`src/rtl/simd_result_collector.sv`:
```
// simd_result_collector
// Gathers one result per SIMD lane into assembly slots. When every slot is
// filled, the slots are packed into a single vector and written into a small
// first-word-fall-through FIFO that feeds writeback over valid/ready.
// A lane that finishes early is held off individually until its vector
// completes. In a push cycle the freed slots accept new results at the same
// edge, which sustains one vector per cycle.
module simd_result_collector #(
  parameter int LANES = 4,
  parameter int RES_W = 9,
  parameter int DEPTH = 4
) (
  input  logic                       clk,
  input  logic                       reset,
  input  logic                       flush,
  input  logic [LANES-1:0]           lane_valid,
  input  logic [LANES*RES_W-1:0]     lane_result,
  output logic [LANES-1:0]           lane_ready,
  output logic                       out_valid,
  input  logic                       out_ready,
  output logic [LANES*RES_W-1:0]     out_data,
  output logic [LANES-1:0]           out_carry,
  output logic [$clog2(DEPTH+1)-1:0] count
);

  localparam int VEC_W = LANES * RES_W;
  localparam int PTR_W = (DEPTH > 1) ? $clog2(DEPTH) : 1;
  localparam int CNT_W = $clog2(DEPTH + 1);
  localparam logic [CNT_W-1:0] FULL_CNT = CNT_W'(DEPTH);
  localparam logic [CNT_W-1:0] CNT_ONE  = CNT_W'(1);
  localparam logic [PTR_W-1:0] PTR_ONE  = PTR_W'(1);

  // Assembly slots
  logic [LANES-1:0] r_captured;
  logic [RES_W-1:0] r_slot [LANES];

  // FIFO storage and bookkeeping
  logic [VEC_W-1:0] r_mem [DEPTH];
  logic [PTR_W-1:0] r_wptr;
  logic [PTR_W-1:0] r_rptr;
  logic [CNT_W-1:0] r_count;

  logic             w_pop;
  logic             w_push;
  logic             w_all_captured;
  logic             w_has_room;
  logic [VEC_W-1:0] w_slot_vec;

  // Handshake decode: a pop frees an entry at the same edge, so a full FIFO
  // can still take a push when the head is leaving.
  always_comb begin
    out_valid      = (r_count != '0);
    w_pop          = out_valid && out_ready;
    w_all_captured = &r_captured;
    w_has_room     = (r_count < FULL_CNT) || w_pop;
    w_push         = w_all_captured && w_has_room;
    lane_ready     = ~r_captured | {LANES{w_push}};
  end

  // Pack the assembly slots in the same lane layout as lane_result.
  always_comb begin
    w_slot_vec = '0;
    for (int i = 0; i < LANES; i++) begin
      w_slot_vec[i*RES_W +: RES_W] = r_slot[i];
    end
  end

  // Head of the FIFO is shown combinationally; carry bits are the top bit of
  // each lane field and are reported without interpretation.
  always_comb begin
    out_data  = r_mem[r_rptr];
    out_carry = '0;
    for (int i = 0; i < LANES; i++) begin
      out_carry[i] = out_data[i*RES_W + RES_W - 1];
    end
    count = r_count;
  end

  // Per-lane capture: a filled slot ignores its lane until the vector is
  // pushed; a push and a new capture may coincide on the same slot.
  always_ff @(posedge clk or negedge reset) begin
    if (!reset) begin
      r_captured <= '0;
      for (int i = 0; i < LANES; i++) begin
        r_slot[i] <= '0;
      end
    end else if (flush) begin
      r_captured <= '0;
    end else begin
      for (int i = 0; i < LANES; i++) begin
        if (lane_valid[i] && lane_ready[i]) begin
          r_captured[i] <= 1'b1;
          r_slot[i]     <= lane_result[i*RES_W +: RES_W];
        end else if (w_push) begin
          r_captured[i] <= 1'b0;
        end
      end
    end
  end

  // FIFO storage write at the tail; flush suppresses the write.
  always_ff @(posedge clk or negedge reset) begin
    if (!reset) begin
      for (int i = 0; i < DEPTH; i++) begin
        r_mem[i] <= '0;
      end
    end else if (w_push && !flush) begin
      r_mem[r_wptr] <= w_slot_vec;
    end
  end

  // FIFO pointers and occupancy; pointers wrap naturally since DEPTH is a
  // power of two.
  always_ff @(posedge clk or negedge reset) begin
    if (!reset) begin
      r_wptr  <= '0;
      r_rptr  <= '0;
      r_count <= '0;
    end else if (flush) begin
      r_wptr  <= '0;
      r_rptr  <= '0;
      r_count <= '0;
    end else begin
      if (w_push) begin
        r_wptr <= r_wptr + PTR_ONE;
      end
      if (w_pop) begin
        r_rptr <= r_rptr + PTR_ONE;
      end
      if (w_push && !w_pop) begin
        r_count <= r_count + CNT_ONE;
      end else if (w_pop && !w_push) begin
        r_count <= r_count - CNT_ONE;
      end
    end
  end

endmodule

```
`config.mk`:
```
export PLATFORM = sky130hd
export DESIGN_NAME = simd_result_collector
export DESIGN_NICKNAME = d
export VERILOG_FILES = /design/src/rtl/simd_result_collector.sv
export SDC_FILE = /design/constraint.sdc
export NUM_CORES = 1
export LEC_CHECK = 0
export BUFFER_PORTS_ARGS = -buffer_cell sky130_fd_sc_hd__buf_2
export CAP_MARGIN = 10
export CORE_UTILIZATION = 45
export DETAILED_ROUTE_END_ITERATION = 10
export PLACE_DENSITY = 0.7
export SETUP_SLACK_MARGIN = 0.05
export SLEW_MARGIN = 10
export SYNTH_ARGS = -nofsm -noshare
export SYNTH_HDL_FRONTEND = slang
export SYNTH_SLANG_ARGS = --single-unit
```
`constraint.sdc`:
```
create_clock -name clk -period 1.8 [get_ports clk]
set_input_delay 0.09 -clock clk [delete_from_list [all_inputs] [get_ports clk]]
set_output_delay 0.09 -clock clk [all_outputs]
set_load 0.01 [all_outputs]
```
==> qor.json <==
{
  "seq_power_share": {"value": 43.7, "unit": "%"},
  "power.ir.vdd_worst": {"value": 0.7128, "unit": "mV"},
  "synth.lib_cells_used.distinct": {"value": 35},
  "io_count": {"value": 92},
  "wirelength": {"value": 19910, "unit": "µm"},
  "p_switching": {"value": 3.145, "unit": "mW"},
  "hpwlAfterDp": {"value": 10950, "unit": "µm"},
  "detailroute.via_count": {"value": 5060},
  "violations": {"value": "negative setup slack"},
  "worst_r2r_path_depth": {"value": 6},
  "number_of_storage_elements_in_the_synthesis_netlist": {"value": 191},
  "critPathMaxFanout": {"value": 6},
  "final_core_util": {"value": 62.56, "unit": "%"},
  "reg2reg_slack": {"value": -40, "unit": "ps"},
  "drt-vias-per-instance": {"value": 5.458},
  "report.power.total": {"value": 11.39, "unit": "mW"},
  "design.final.nets": {"value": 734},
  "number_of_nets_still_failing_antenna_checks_after_routing": {"value": 0},
  "maxSlewViolCount": {"value": 0},
  "ctsRootBufferMaster": {"value": "sky130_fd_sc_hd__clkbuf_16"},
  "achievable-frequency": {"value": 0.5165, "unit": "GHz"},
  "dominant_synthesized_flop_cell": {"value": "sky130_fd_sc_hd__dfrtp_1"},
  "fin_setup_tns": {"value": -4236, "unit": "ps"},
  "cell_internal_pwr": {"value": 8.242, "unit": "mW"},
  "tritoncts_clock_tree": {"value": "built"},
  "synth_area_leaders": {"value": "sky130_fd_sc_hd__dfrtp_1 58%, sky130_fd_sc_hd__mux2_1 17%, sky130_fd_sc_hd__mux4_2 9.8%"},
  "syn_area": {"value": 8307, "unit": "µm²"},
  "setup.worst_path.start": {"value": "r_rptr[0]$_DFFE_PN0P_"},
  "async_flop_share": {"value": 100.0, "unit": "%"},
  "synth.net_count": {"value": 556},
  "synth_cells": {"value": 507},
  "power_switching_share": {"value": 27.61, "unit": "%"},
  "share_of_post_route_cells_with_drive_strength_above_1": {"value": 53.87, "unit": "%"},
  "h-tree-depth": {"value": 4},
  "worstPathRequired": {"value": 1710, "unit": "ps"},
  "min-delay-start": {"value": "flush"},
  "synth_top_area_share": {"value": 57.54, "unit": "%"},
  "grt_start_max_net_pins": {"value": 66},
  "floorplan.die.height": {"value": 137.9, "unit": "µm"},
  "clkTransAtPathRegs": {"value": 80, "unit": "ps"},
  "source_to_sink_clock_delay_at_the_later_pin_of_the_worst_skew_pair": {"value": 440, "unit": "ps"},
  "synth-seq-area-share": {"value": 57.54, "unit": "%"},
  "finalHoldViolCount": {"value": 0},
  "crit_path_launch_type": {"value": "flip-flop"},
  "place.gp.congestion": {"value": 0.7257},
  "final_cells": {"value": 927},
  "fill_cells": {"value": 1306},
  "cell_area_placed": {"value": 9155, "unit": "µm²"},
  "period_share": {"value": 107.6, "unit": "%"},
  "clock_skew": {"value": 14.64, "unit": "ps"},
  "all_layer_gr_usage": {"value": 19.20, "unit": "%"},
  "global_route_wire_length_before_repair": {"value": 27130, "unit": "µm"},
  "worstReg2RegEnd": {"value": "count[1]$_DFFE_PN0P_"},
  "syn_avg_cell_area": {"value": 16.38, "unit": "µm²"},
  "synth_area_leader_cell": {"value": "sky130_fd_sc_hd__dfrtp_1"},
  "critPathCapture": {"value": "out_data[5]"},
  "cts_buffer_depth": {"value": 2},
  "timing.hold.worst.class": {"value": "in -> reg"},
  "global_route.overflow_total": {"value": 0},
  "post-route-worst-setup-slack": {"value": -136.1, "unit": "ps"},
  "maxSlewHeadroom": {"value": 62.74, "unit": "%"},
  "cts.sink_count": {"value": 191},
  "detail_route.iter0.violations": {"value": 281},
  "max-cap-violations": {"value": 0},
  "number_of_global_route_vias_before_repair": {"value": 5183},
  "remaining_drc_errors": {"value": 0},
  "cts_inserted_buffers": {"value": 17},
  "power_per_cell_area": {"value": 1010, "unit": "nW/µm²"},
  "power.static_leakage": {"value": 5.359, "unit": "nW"},
  "finalWorstPathRequiredPeriod": {"value": 1936, "unit": "ps"},
  "route.detailed.wl_per_inst": {"value": 21.47, "unit": "µm"},
  "die_w": {"value": 137.9, "unit": "µm"},
  "antenna_found_initial": {"value": 0},
  "comb_power_share": {"value": 22.4, "unit": "%"},
  "synth_enable_flop_cells": {"value": 0},
  "worstReg2RegStart": {"value": "count[2]$_DFFE_PN0P_"},
  "crit_type": {"value": "reg -> out"},
  "postLayoutCellArea": {"value": 11280, "unit": "µm²"},
  "placementRows": {"value": 49},
  "yosys_warnings": {"value": 0},
  "setup-violations-final": {"value": 46},
  "core-area": {"value": 18020, "unit": "µm²"},
  "power.clock.fraction": {"value": 33.9, "unit": "%"},
  "tightestPinTransition": {"value": 558.9, "unit": "ps"},
  "detailedRoute.firstPassIterationCount": {"value": 4},
  "n_antenna_cell": {"value": 0},
  "placed_cells": {"value": 821},
  "hold_slack_final": {"value": 117.8, "unit": "ps"},
  "dpl_worst_slack": {"value": -45.60, "unit": "ps"},
  "cp_capture_type": {"value": "output port"},
  "unrepaired_setup_endpoints_after_global_routing": {"value": "yes"},
  "effective_utilization_at_floorplan": {"value": 46.08, "unit": "%"},
  "area_growth": {"value": 35.76, "unit": "%"},
  "die_area": {"value": 19010, "unit": "µm²"},
  "result_of_the_run": {"value": "complete, but fails checks"},
  "timing.critical_path.arrival": {"value": 1850, "unit": "ps"},
  "place.port_buffers": {"value": 91}
}
## cell usage in the layout, fill, tap and decap left out, types with 13 or more instances in the layout
cell	n
sky130_fd_sc_hd__buf_12	13
sky130_fd_sc_hd__buf_2	74
sky130_fd_sc_hd__buf_4	26
sky130_fd_sc_hd__buf_6	19
sky130_fd_sc_hd__clkbuf_16	28
sky130_fd_sc_hd__dfrtp_1	185
sky130_fd_sc_hd__dlygate4sd3_1	42
sky130_fd_sc_hd__mux2_1	44
sky130_fd_sc_hd__mux2_2	34
sky130_fd_sc_hd__mux2_4	104
sky130_fd_sc_hd__mux4_2	36
sky130_fd_sc_hd__nor2_1	15
## per-layer routing
| metal | track usage (%) | routed length, µm |
|---|---|---|
| met1 | 24.95 | 8651 |
| met5 | 0 | 0 |
| met2 | 31.78 | 10180 |
| met4 | 6.884 | 362 |
| met3 | 4.094 | 712 |
## Yosys cell counts (all sizes together), types with 2 or more instances
master,number
a21oi,2
a31oi,2
a41oi,2
and2,4
buf,29
clkbuf,4
dfrtp,191
ha,4
inv,10
mux2,182
mux4,36
nand2,5
nor2,15
nor3,2
nor3b,3
o21ai,2
o31a,2
xnor2,2
## sequential cells by signal, indices dropped and copies added (netlist names)
name,flops
r_mem,144
r_slot,36
r_captured,4
count,3
r_rptr,2
r_wptr,2
## what timing repair did
action                     4_1_cts  5_1_grt
buffers inserted                 7        9
hold buffers                    42        0
pin swaps                        2        7
setup endpoints to repair       52      189
resized for setup               24      134
cloned                           2       14
hold endpoints to repair       101        0
## power groups by stage
stage               Clock [mW]  Sequential, mW  Combinational [mW]
finish                    3.86            4.97                2.55
global route              4.09            5.01                2.73
CTS                       3.90            4.93                2.19
detailed placement           0            5.01                1.77
global placement             0            4.98                1.73
floorplan                    0            4.91                1.14
## critical path, cell delays in order, from the launching register on
cell	delay (ps)
sky130_fd_sc_hd__dfrtp_2	410
sky130_fd_sc_hd__buf_4	170
sky130_fd_sc_hd__buf_12	140
sky130_fd_sc_hd__mux4_2	540
sky130_fd_sc_hd__buf_6	150
## cells by family (layout without fill, tap and decap cells)
logic type / count (synthesis) / in the layout / synth area share [%]
xor gates and xnor gates: 3 / 3 / 0.3164
adders and majority gates: 5 / 5 / 0.8435
AOI/OAI and AO/OA: 11 / 11 / 0.9037
and+or+nand+nor: 36 / 36 / 2.440
DFF: 191 / 191 / 57.54
muxes: 218 / 218 / 34.43
buffers and inverters: 43 / 234 / 3.525
## worst min path at each step
| stage | to | slack, ps | depth (start not counted) |
|---|---|---|---|
| finish | r_captured[2]$_DFFE_PN0P_ | 120 | 3 |
| global route | r_captured[1]$_DFFE_PN0P_ | 140 | 3 |
| CTS | r_captured[2]$_DFFE_PN0P_ | 120 | 3 |
| detailed placement | r_slot[1]$_DFFE_PN0P_ | 130 | 1 |
| global placement | r_mem[100]$_DFFE_PN0P_ | 110 | 1 |
| floorplan | count[0]$_DFFE_PN0P_ | -210 | 0 |
## final cells by class
| type | count | area [µm²] | area share (%) |
|---|---|---|---|
| Clock buffer | 17 | 425.4 | 3.772 |
| Clock inverter | 15 | 177.7 | 1.575 |
| Inverter | 10 | 37.54 | 0.3329 |
| Multi-Input combinational cell | 273 | 3694 | 32.75 |
| Sequential cell | 191 | 4787 | 42.45 |
| Tap cell | 229 | 286.5 | 2.541 |
| Timing Repair Buffer | 192 | 1869 | 16.58 |
No activity file was read; power rests on OpenSTA's default activity.
